**src/rtl/core_pkg.sv**
```systemverilog
// Shared types for the RV64I decode stage: format codes, opcode map and the
// decoded-instruction record carried through the output and skid registers.
package core_pkg;

    localparam int CORE_XLEN = 64;

    typedef enum logic [2:0] {
        FMT_R   = 3'd0,
        FMT_I   = 3'd1,
        FMT_S   = 3'd2,
        FMT_B   = 3'd3,
        FMT_U   = 3'd4,
        FMT_J   = 3'd5,
        FMT_ILL = 3'd7
    } fmt_e;

    localparam logic [6:0] OP_OP     = 7'b0110011;
    localparam logic [6:0] OP_OP32   = 7'b0111011;
    localparam logic [6:0] OP_IMM    = 7'b0010011;
    localparam logic [6:0] OP_IMM32  = 7'b0011011;
    localparam logic [6:0] OP_LOAD   = 7'b0000011;
    localparam logic [6:0] OP_JALR   = 7'b1100111;
    localparam logic [6:0] OP_SYSTEM = 7'b1110011;
    localparam logic [6:0] OP_STORE  = 7'b0100011;
    localparam logic [6:0] OP_BRANCH = 7'b1100011;
    localparam logic [6:0] OP_LUI    = 7'b0110111;
    localparam logic [6:0] OP_AUIPC  = 7'b0010111;
    localparam logic [6:0] OP_JAL    = 7'b1101111;

    typedef struct packed {
        logic [4:0]           rd;
        logic [4:0]           rs1;
        logic [4:0]           rs2;
        logic [CORE_XLEN-1:0] imm;
        logic [2:0]           funct3;
        logic [6:0]           funct7;
        logic [6:0]           opcode;
        fmt_e                 format;
        logic                 illegal;
        logic [CORE_XLEN-1:0] pc;
    } dec_t;

    function automatic logic [CORE_XLEN-1:0] sext32(input logic [31:0] v);
        return {{(CORE_XLEN-32){v[31]}}, v};
    endfunction

endpackage

```
**src/rtl/core_decode_fields.sv**
```systemverilog
// Combinational field extraction: raw instruction word + PC -> decoded record.
module core_decode_fields
    import core_pkg::*;
(
    input  logic [31:0]          instr,
    input  logic [CORE_XLEN-1:0] pc,
    output dec_t                 dec
);

    logic is_shift;
    assign is_shift = (instr[13:12] == 2'b01);

    always_comb begin
        dec         = '0;
        dec.rd      = instr[11:7];
        dec.rs1     = instr[19:15];
        dec.rs2     = instr[24:20];
        dec.funct3  = instr[14:12];
        dec.opcode  = instr[6:0];
        dec.pc      = pc;
        dec.format  = FMT_ILL;
        dec.illegal = 1'b0;
        dec.imm     = '0;
        dec.funct7  = '0;
        case (instr[6:0])
            OP_OP, OP_OP32: begin
                dec.format = FMT_R;
                dec.funct7 = instr[31:25];
            end
            // Shift amounts are zero-extended and the funct7 LSB is cleared on
            // RV64 shifts so funct7==0 always means logical shift downstream.
            OP_IMM: begin
                dec.format = FMT_I;
                if (is_shift) begin
                    dec.imm    = CORE_XLEN'(instr[25:20]);
                    dec.funct7 = {instr[31:26], 1'b0};
                end else begin
                    dec.imm = sext32({{20{instr[31]}}, instr[31:20]});
                end
            end
            OP_IMM32: begin
                dec.format = FMT_I;
                if (is_shift) begin
                    dec.imm    = CORE_XLEN'(instr[24:20]);
                    dec.funct7 = instr[31:25];
                end else begin
                    dec.imm = sext32({{20{instr[31]}}, instr[31:20]});
                end
            end
            OP_LOAD, OP_JALR, OP_SYSTEM: begin
                dec.format = FMT_I;
                dec.imm    = sext32({{20{instr[31]}}, instr[31:20]});
            end
            OP_STORE: begin
                dec.format = FMT_S;
                dec.imm    = sext32({{20{instr[31]}}, instr[31:25], instr[11:7]});
            end
            OP_BRANCH: begin
                dec.format = FMT_B;
                dec.imm    = sext32({{19{instr[31]}}, instr[31], instr[7],
                                     instr[30:25], instr[11:8], 1'b0});
            end
            OP_LUI, OP_AUIPC: begin
                dec.format = FMT_U;
                dec.imm    = sext32({instr[31:12], 12'b0});
            end
            OP_JAL: begin
                dec.format = FMT_J;
                dec.imm    = sext32({{11{instr[31]}}, instr[31], instr[19:12],
                                     instr[20], instr[30:21], 1'b0});
            end
            default: begin
                dec.format  = FMT_ILL;
                dec.illegal = 1'b1;
            end
        endcase
    end

endmodule

```
**src/rtl/core_decode_stage.sv**
```systemverilog
// RV64I decode stage: decode at the input, output register plus one skid entry
// so in_ready is a registered function of skid occupancy only.
module core_decode_stage
    import core_pkg::*;
#(
    parameter int XLEN  = 64,
    parameter int CNT_W = 32
) (
    input  logic             clk,
    input  logic             rst,
    input  logic             flush,
    input  logic             in_valid,
    output logic             in_ready,
    input  logic [31:0]      in_instr,
    input  logic [XLEN-1:0]  in_pc,
    output logic             out_valid,
    input  logic             out_ready,
    output logic [4:0]       rd,
    output logic [4:0]       rs1,
    output logic [4:0]       rs2,
    output logic [XLEN-1:0]  imm,
    output logic [2:0]       funct3,
    output logic [6:0]       funct7,
    output logic [6:0]       opcode,
    output logic [2:0]       format,
    output logic             illegal,
    output logic [XLEN-1:0]  pc,
    output logic [CNT_W-1:0] decode_count
);

    dec_t             dec, out_q, skid_q;
    logic             out_v, skid_v;
    logic [CNT_W-1:0] cnt_q;
    logic             acc, drain;

    core_decode_fields u_fields (
        .instr (in_instr),
        .pc    (CORE_XLEN'(in_pc)),
        .dec   (dec)
    );

    assign in_ready = !skid_v;
    assign acc      = in_valid && !skid_v;
    assign drain    = out_v && out_ready;

    always_ff @(posedge clk) begin
        if (rst) begin
            out_q  <= '0;
            skid_q <= '0;
            out_v  <= 1'b0;
            skid_v <= 1'b0;
            cnt_q  <= '0;
        end else begin
            if (drain)
                cnt_q <= cnt_q + CNT_W'(1);
            // Flush wins over any accept; the handshake above still counts.
            if (flush) begin
                out_v  <= 1'b0;
                skid_v <= 1'b0;
            end else if (!out_v || drain) begin
                // Skid is only ever full while the output is, and accept is
                // blocked while skid is full, so the two cases are exclusive.
                if (skid_v) begin
                    out_q  <= skid_q;
                    out_v  <= 1'b1;
                    skid_v <= 1'b0;
                end else if (acc) begin
                    out_q <= dec;
                    out_v <= 1'b1;
                end else begin
                    out_v <= 1'b0;
                end
            end else if (acc) begin
                skid_q <= dec;
                skid_v <= 1'b1;
            end
        end
    end

    assign out_valid    = out_v;
    assign rd           = out_q.rd;
    assign rs1          = out_q.rs1;
    assign rs2          = out_q.rs2;
    assign imm          = XLEN'(out_q.imm);
    assign funct3       = out_q.funct3;
    assign funct7       = out_q.funct7;
    assign opcode       = out_q.opcode;
    assign format       = out_q.format;
    assign illegal      = out_q.illegal;
    assign pc           = XLEN'(out_q.pc);
    assign decode_count = cnt_q;

endmodule

```
**config.mk**
```make
export PLATFORM = sky130hd
export DESIGN_NAME = core_decode_stage
export DESIGN_NICKNAME = d
export VERILOG_FILES = /design/src/rtl/core_pkg.sv /design/src/rtl/core_decode_fields.sv /design/src/rtl/core_decode_stage.sv
export SDC_FILE = /design/constraint.sdc
export NUM_CORES = 1
export LEC_CHECK = 0
export ABC_CLOCK_PERIOD_IN_PS = 6200
export CAP_MARGIN = 20
export CELL_PAD_IN_SITES_DETAIL_PLACEMENT = 1
export CELL_PAD_IN_SITES_GLOBAL_PLACEMENT = 2
export CORE_ASPECT_RATIO = 2
export CORE_MARGIN = 2
export CORE_UTILIZATION = 41
export CTS_CLUSTER_DIAMETER = 100
export DETAILED_ROUTE_END_ITERATION = 10
export DONT_BUFFER_PORTS = 1
export GPL_TIMING_DRIVEN = 1
export PLACE_DENSITY_LB_ADDON = 0.25
export REMOVE_ABC_BUFFERS = 1
export SYNTH_ARGS = -nofsm -noshare
export SYNTH_HDL_FRONTEND = slang
export SYNTH_HIERARCHICAL = 1
export SYNTH_SLANG_ARGS = --single-unit
```
**constraint.sdc**
```tcl
create_clock -name clk -period 6.2 [get_ports clk]
set_input_delay 0.31 -clock clk [delete_from_list [all_inputs] [get_ports clk]]
set_output_delay 0.31 -clock clk [all_outputs]
set_load 0.05 [all_outputs]
```
# Yosys cells after proc, flatten, opt, wreduce, memory -nomap -nowiden
# Index checks and enable logic that the tools add are counted.
dict set report totals {
  output_inout_bits 198
  regBits 362
}
dict set report op_classes {
  mux 12
  bitwise 2
  reduce_logical 15
  addsub 1
  eq_ne 13
}
# cell n
set op_table {}
lappend op_table {{$pmux 64 s7} 1}
lappend op_table {{$mux 164} 2}
lappend op_table {{$mux 64} 2}
lappend op_table {{$add 32x1->32 const B} 1}
lappend op_table {{$eq 7x6->1 const B} 4}
lappend op_table {{$eq 7x7->1 const B} 4}
lappend op_table {{$eq 7x5->1 const B} 3}
lappend op_table {{$pmux 7 s3} 1}
lappend op_table {{$pmux 3 s6} 1}
lappend op_table {{$mux 7} 2}
lappend op_table {{$reduce_or 12->1} 1}
lappend op_table {{$eq 7x2->1 const B} 1}
lappend op_table {{$reduce_and 3->1} 2}
lappend op_table {{$reduce_or 2->1} 3}
lappend op_table {{$reduce_or 3->1} 2}
lappend op_table {{$reduce_or 5->1} 1}
lappend op_table {{$mux 1} 3}
lappend op_table {{$eq 2x1->1 const B} 1}
lappend op_table {{$logic_and 1x1->1} 2}
lappend op_table {{$logic_not 1->1} 2}
lappend op_table {{$not 1->1} 2}
lappend op_table {{$reduce_bool 2->1} 1}
lappend op_table {{$logic_or 1x1->1} 1}

# Depth between registers and ports, before layout
dict set report logic_depth {
  word_depth 5
  mapped_depth 9
}

# Modules after synthesis
# Netlist, hierarchy kept.
# mod area_each_um2 n_inst cells_per_inst
set modules_own_cells {}
lappend modules_own_cells {core_decode_stage 14207.4 1 1633}
lappend modules_own_cells {core_decode_fields 1789.2 1 251}

# Worst setup path before layout
# No wires, ideal clock.
dict set report synth_timing {
  path_type {input to register}
  startpoint {input in_instr[2]}
  endpoint {register out_q, in the netlist imm[57]}
  arrival_time_ns 2.497
  path_stages 9
  slack_ns 3.618
  setup_time_ns 0.086
  path_cell_list {buf_2 > or2_1 > a21oi_2 > o221ai_2 > buf_6 > a21oi_2 > buf_4 > mux2i_1 > a211oi_1}
}
# element line_no
set synth_rtl {}
lappend synth_rtl {{from (decl)} core_decode_stage.sv:14} ;# input logic [31:0] in_instr,
lappend synth_rtl {{to (signal assigned)} core_decode_stage.sv:64} ;# out_q <= skid_q;
lappend synth_rtl {{to (decl)} core_decode_stage.sv:31} ;# dec_t dec, out_q, skid_q;

# Worst setup path in the final report
dict set report layout_timing {
  startpoint {register out_v (netlist: out_valid)}
  endpoint {register skid_q[25] (netlist name)}
}
dict set report layout_between {
  elab_chain_len 4
  word_cells_on_any_way 5
  classes_between {bitwise (1); reduce/logical (4)}
}
# element line_no
set layout_rtl {}
lappend layout_rtl {{from (decl)} core_decode_stage.sv:32} ;# logic out_v, skid_v;
lappend layout_rtl {{from (signal assigned)} core_decode_stage.sv:50} ;# out_v <= 1'b0;
lappend layout_rtl {{from (signal assigned)} core_decode_stage.sv:58} ;# out_v <= 1'b0;
lappend layout_rtl {{from (signal assigned)} core_decode_stage.sv:65} ;# out_v <= 1'b1;
lappend layout_rtl {{$logic_not 1->1 or $logic_and 1x1->1 (tied branches)} {core_decode_stage.sv:60, core_decode_stage.sv:44}}
lappend layout_rtl {{$logic_or 1x1->1 (*)} core_decode_stage.sv:60} ;# end else if (!out_v || drain) begin
lappend layout_rtl {{$not 1->1 (no source line) (*)} n/a}
lappend layout_rtl {{$reduce_and 3->1 (no source line) (*)} n/a}
lappend layout_rtl {{to (signal assigned)} core_decode_stage.sv:49} ;# skid_q <= '0;
lappend layout_rtl {{to (signal assigned)} core_decode_stage.sv:74} ;# skid_q <= dec;
lappend layout_rtl {{to (decl)} core_decode_stage.sv:31}
# Mark *: on every way between the ends. The rest lies on a longest branch, timed or not.
# A chain may end at the register's enable or synchronous reset.

==> impl_metrics.ini <==
[routing]
dr.pass1.iters = 4
viasPerCell = 5.472
drtIter0Drc = 551
drc = 0
dr_total_vias = 12610
ant_nets = 0
wl_um = 45700
wl_per_cell_um = 19.83

[pwr]
power.total_mw = 5.211
p_clk_frac = 0.419
internal-power_mw = 3.801
p_switching_mw = 1.410
p_per_area_mw_per_mm2 = 297.7
comb_power_share = 0.059
leakage_nw = 5.394
sequentialPowerShare = 0.522
swShare = 0.2705
irDropWorstVdd_mv = 0.1902

[floorplanning]
io_pins = 299
die-area_mm2 = 0.04071
std_cell_rows = 102
coreArea_mm2 = 0.03854
fp.dieW_um = 143.7
initial_core_util = 0.4150
die_h_um = 283.3

[flow_run]
drv_cap = 0

[global_routing]
antenna_found_initial = 0
overflow = 0
grt_first_pass_wirelength_um = 71720
grt_max_degree = 344
grt_pass1_vias = 12940
grt.total_usage = 0.2189

[synthesis]
async_flop_share = 0
synth_top_family_by_area = compound AO/OA/AOI/OAI gates
ys.warnings.count = 6
ys_ff_latch = 362
synth_mux_area_frac = 0.1039
avgSynthCellArea_um2 = 8.491
synth_compound_area_frac = 0.1732
synth_fa_ha_area_frac = 0.0007822
synth-edff-count = 0
yosysUniqueCellTypes = 53
synthXorXnorAreaFrac = 0.006570
synth_ff_type = dfxtp_1
synth-simple-area-share = 0.1646
syn_area_mm2 = 0.01600
syn_inst = 1884
yosysSeqAreaShare = 0.4530

[critical_path]
crit_required_ns = 6.66
cp_slowest_cell = dfxtp_1
cp_max_fo = 75
arrival_ns = 3.96
cp-end-kind = flip-flop
path_cells = nor2b_1, and3_4, buf_4, nand2_1, a21oi_1, dlygate4sd3_1
critPathTopFamily = buffers and inverters
start_kind = flip-flop
slowest_delay_ns = 0.79
setup.worst_path.class = flip-flop to flip-flop
worst-path-buf-inv = 2

[cells_and_area]
nFillCells = 4511
nets = 1863
diodes = 0
area.growth.synth_to_final_pct = 9.417
stdcell_area_mm2 = 0.01750
drive_above_1_share = 0.05378
stdcell_count = 2305

[clock_tree]
cts.path.max_buffers = 3
cts_root_buffer = clkbuf_16
cts_made_buffers = 35
cts_tree = done
clock_latency_ns = 0.52
cts_max_level = 2
ctsResizeCount = 0
clk_pin_slew_ns = 0.06
ctsHoldBuffers = 100
cts_setup_buffers = 0
clock_sinks = 362

[sta]
hold_violations = 0
rsz0062_at_grt = false
finalCriticalPeriod_ns = 3.501
skew_ns = 0.01750
fin_crit_sh = 0.5646
max_freq_mhz = 285.7
slew_violations = 0
setup_viol = 0
worstMarginPinSlew_ns = 1.291
max-slew-margin-rel = 0.1394
finalWorstSetupSlack_ns = 2.699

[place]
port_buffers = 0
place.gp.congestion = 0.7957
dp_worst_setup_slack_ns = 3.084
place_area_mm2 = 0.01527
hpwl_um = 27090
dp_cells = 2142

[hold_path]
hp-class = input port to flip-flop

[run_status]
outcome = complete, no violations
[layout make-up]
type	count	area, um2	area share
repair buffers	113	1181	0.06748
clock buffers	53	1066	0.06090
inverters	9	33.78	0.001930
multi-input cells	1240	7231	0.4131
well taps	520	650.6	0.03717
clock inverters	8	90.09	0.005147
flip-flops and latches	362	7251	0.4143
[routing by layer]
metal | GRT usage | wire (um) | vias up | share of wire
li1 | - | - | 6135 | -
met1 | 0.2329 | 16890 | 6137 | 0.37
met2 | 0.4187 | 24950 | 270 | 0.55
met3 | 0.04377 | 2488 | 72 | 0.054
met4 | 0.07181 | 1369 | 0 | 0.030
met5 | 0 | 0 | - | 0
[layout by cell type (no fill, tap or decap), types with 3 or more instances in the layout]
master | synthesis | routed
dlygate4sd3_1 | 0 | 99
clkbuf_1 | 118 | 8
a21boi_0 | 5 | 5
a21oi_1 | 207 | 207
o21ai_1 | 8 | 8
clkinv_2 | 0 | 6
xor2_1 | 4 | 4
nor2_1 | 180 | 180
a32o_1 | 5 | 5
mux2i_1 | 165 | 165
nor3_1 | 8 | 7
nor2b_1 | 3 | 3
and2_1 | 7 | 7
or3_1 | 10 | 10
nand2_1 | 346 | 346
nor4_1 | 3 | 3
o21ai_2 | 11 | 11
inv_1 | 9 | 9
dfxtp_1 | 362 | 361
nand2b_1 | 3 | 3
nand4_1 | 9 | 9
buf_16 | 0 | 3
nand3_1 | 15 | 14
or4_1 | 19 | 19
buf_4 | 123 | 9
and4_1 | 3 | 3
clkbuf_16 | 0 | 37
o31ai_1 | 13 | 13
clkbuf_8 | 0 | 8
xnor2_1 | 8 | 8
o21ai_0 | 12 | 12
a211oi_1 | 166 | 165
[cells by family after synthesis]
family	after synthesis
XOR/XNOR	12
adder cells (fa/ha/maj)	1
flip-flops	362
buffers and inverters	282
AO/OA/AOI/OAI	438
AND/OR/NAND/NOR	623
multiplexers	166
[worst register-to-register path: cells and delay by family, from the launching register on]
kind                   cells  cell delay (ns)
buffers and inverters      2             1.36
AND/OR/NAND/NOR            3             1.15
flip-flops                 1             0.79
AO/OA/AOI/OAI              1             0.15
[through the flow]
stage | hold slack [ns] | util | TNS (ns)
finish | 0.03185 | 0.4541 | 0
global route | 0.01471 | 0.4541 | 0
CTS | 0.001607 | 0.4527 | 0
detailed placement | 0.3886 | 0.3963 | 0
global placement | 0.3878 | 0.3963 | 0
floorplan | 0.3791 | - | -3271.93
[worst paths after layout]
| check | from | end | slack [ns] | depth (start not counted) |
|---|---|---|---|---|
| max | out_valid$_SDFFE_PP0P_ | skid_q[25]$_SDFFE_PP0P_ | 2.70 | 6 |
| min | in_pc[15] | pc[15]$_SDFFE_PP0P_ | 0.03 | 2 |
| max reg2reg | out_valid$_SDFFE_PP0P_ | skid_q[25]$_SDFFE_PP0P_ | 2.70 | 6 |
| min reg2reg | skid_q[115]$_SDFFE_PP0P_ | skid_q[115]$_SDFFE_PP0P_ | 0.45 | 2 |
[cell usage after synthesis, drive strengths merged (5+ instances only)]
library cell  instances  area (um2)
a211oi              166        1246
a21boi                5       37.54
a21oi               210        1070
a32o                  5       50.05
and2                  7       43.79
buf                 153        1079
clkbuf              120       452.9
dfxtp               362        7247
inv                   9       33.78
mux2i               165        1652
nand2               346        1299
nand3                15       75.07
nand4                10       68.81
nor2                182       688.2
nor3                  9       50.05
o21ai                31       196.4
o31ai                13       97.59
or3                  10       62.56
or4                  20       153.9
xnor2                 8       70.07
[state kept, by name, indices dropped and copies added (netlist names)]
| name | cells |
|---|---|
| rs1 | 5 |
| skid_q | 164 |
| imm | 64 |
| format | 3 |
| decode_count | 32 |
| pc | 64 |
| funct3 | 3 |
| skid_v | 1 |
| opcode | 7 |
| rs2 | 5 |
| out_valid | 1 |
| rd | 5 |
| illegal | 1 |
| funct7 | 7 |
[power by group through the flow]
stage               clock network [mW]  logic [mW]  registers [mW]
floorplan                            0       0.243            2.74
global placement                     0       0.209            2.77
detailed placement                   0       0.218            2.77
CTS                               2.26       0.309            2.72
global route                      2.34       0.345            2.72
finish                            2.19       0.308            2.72
Power figures use the tool's default switching activity.
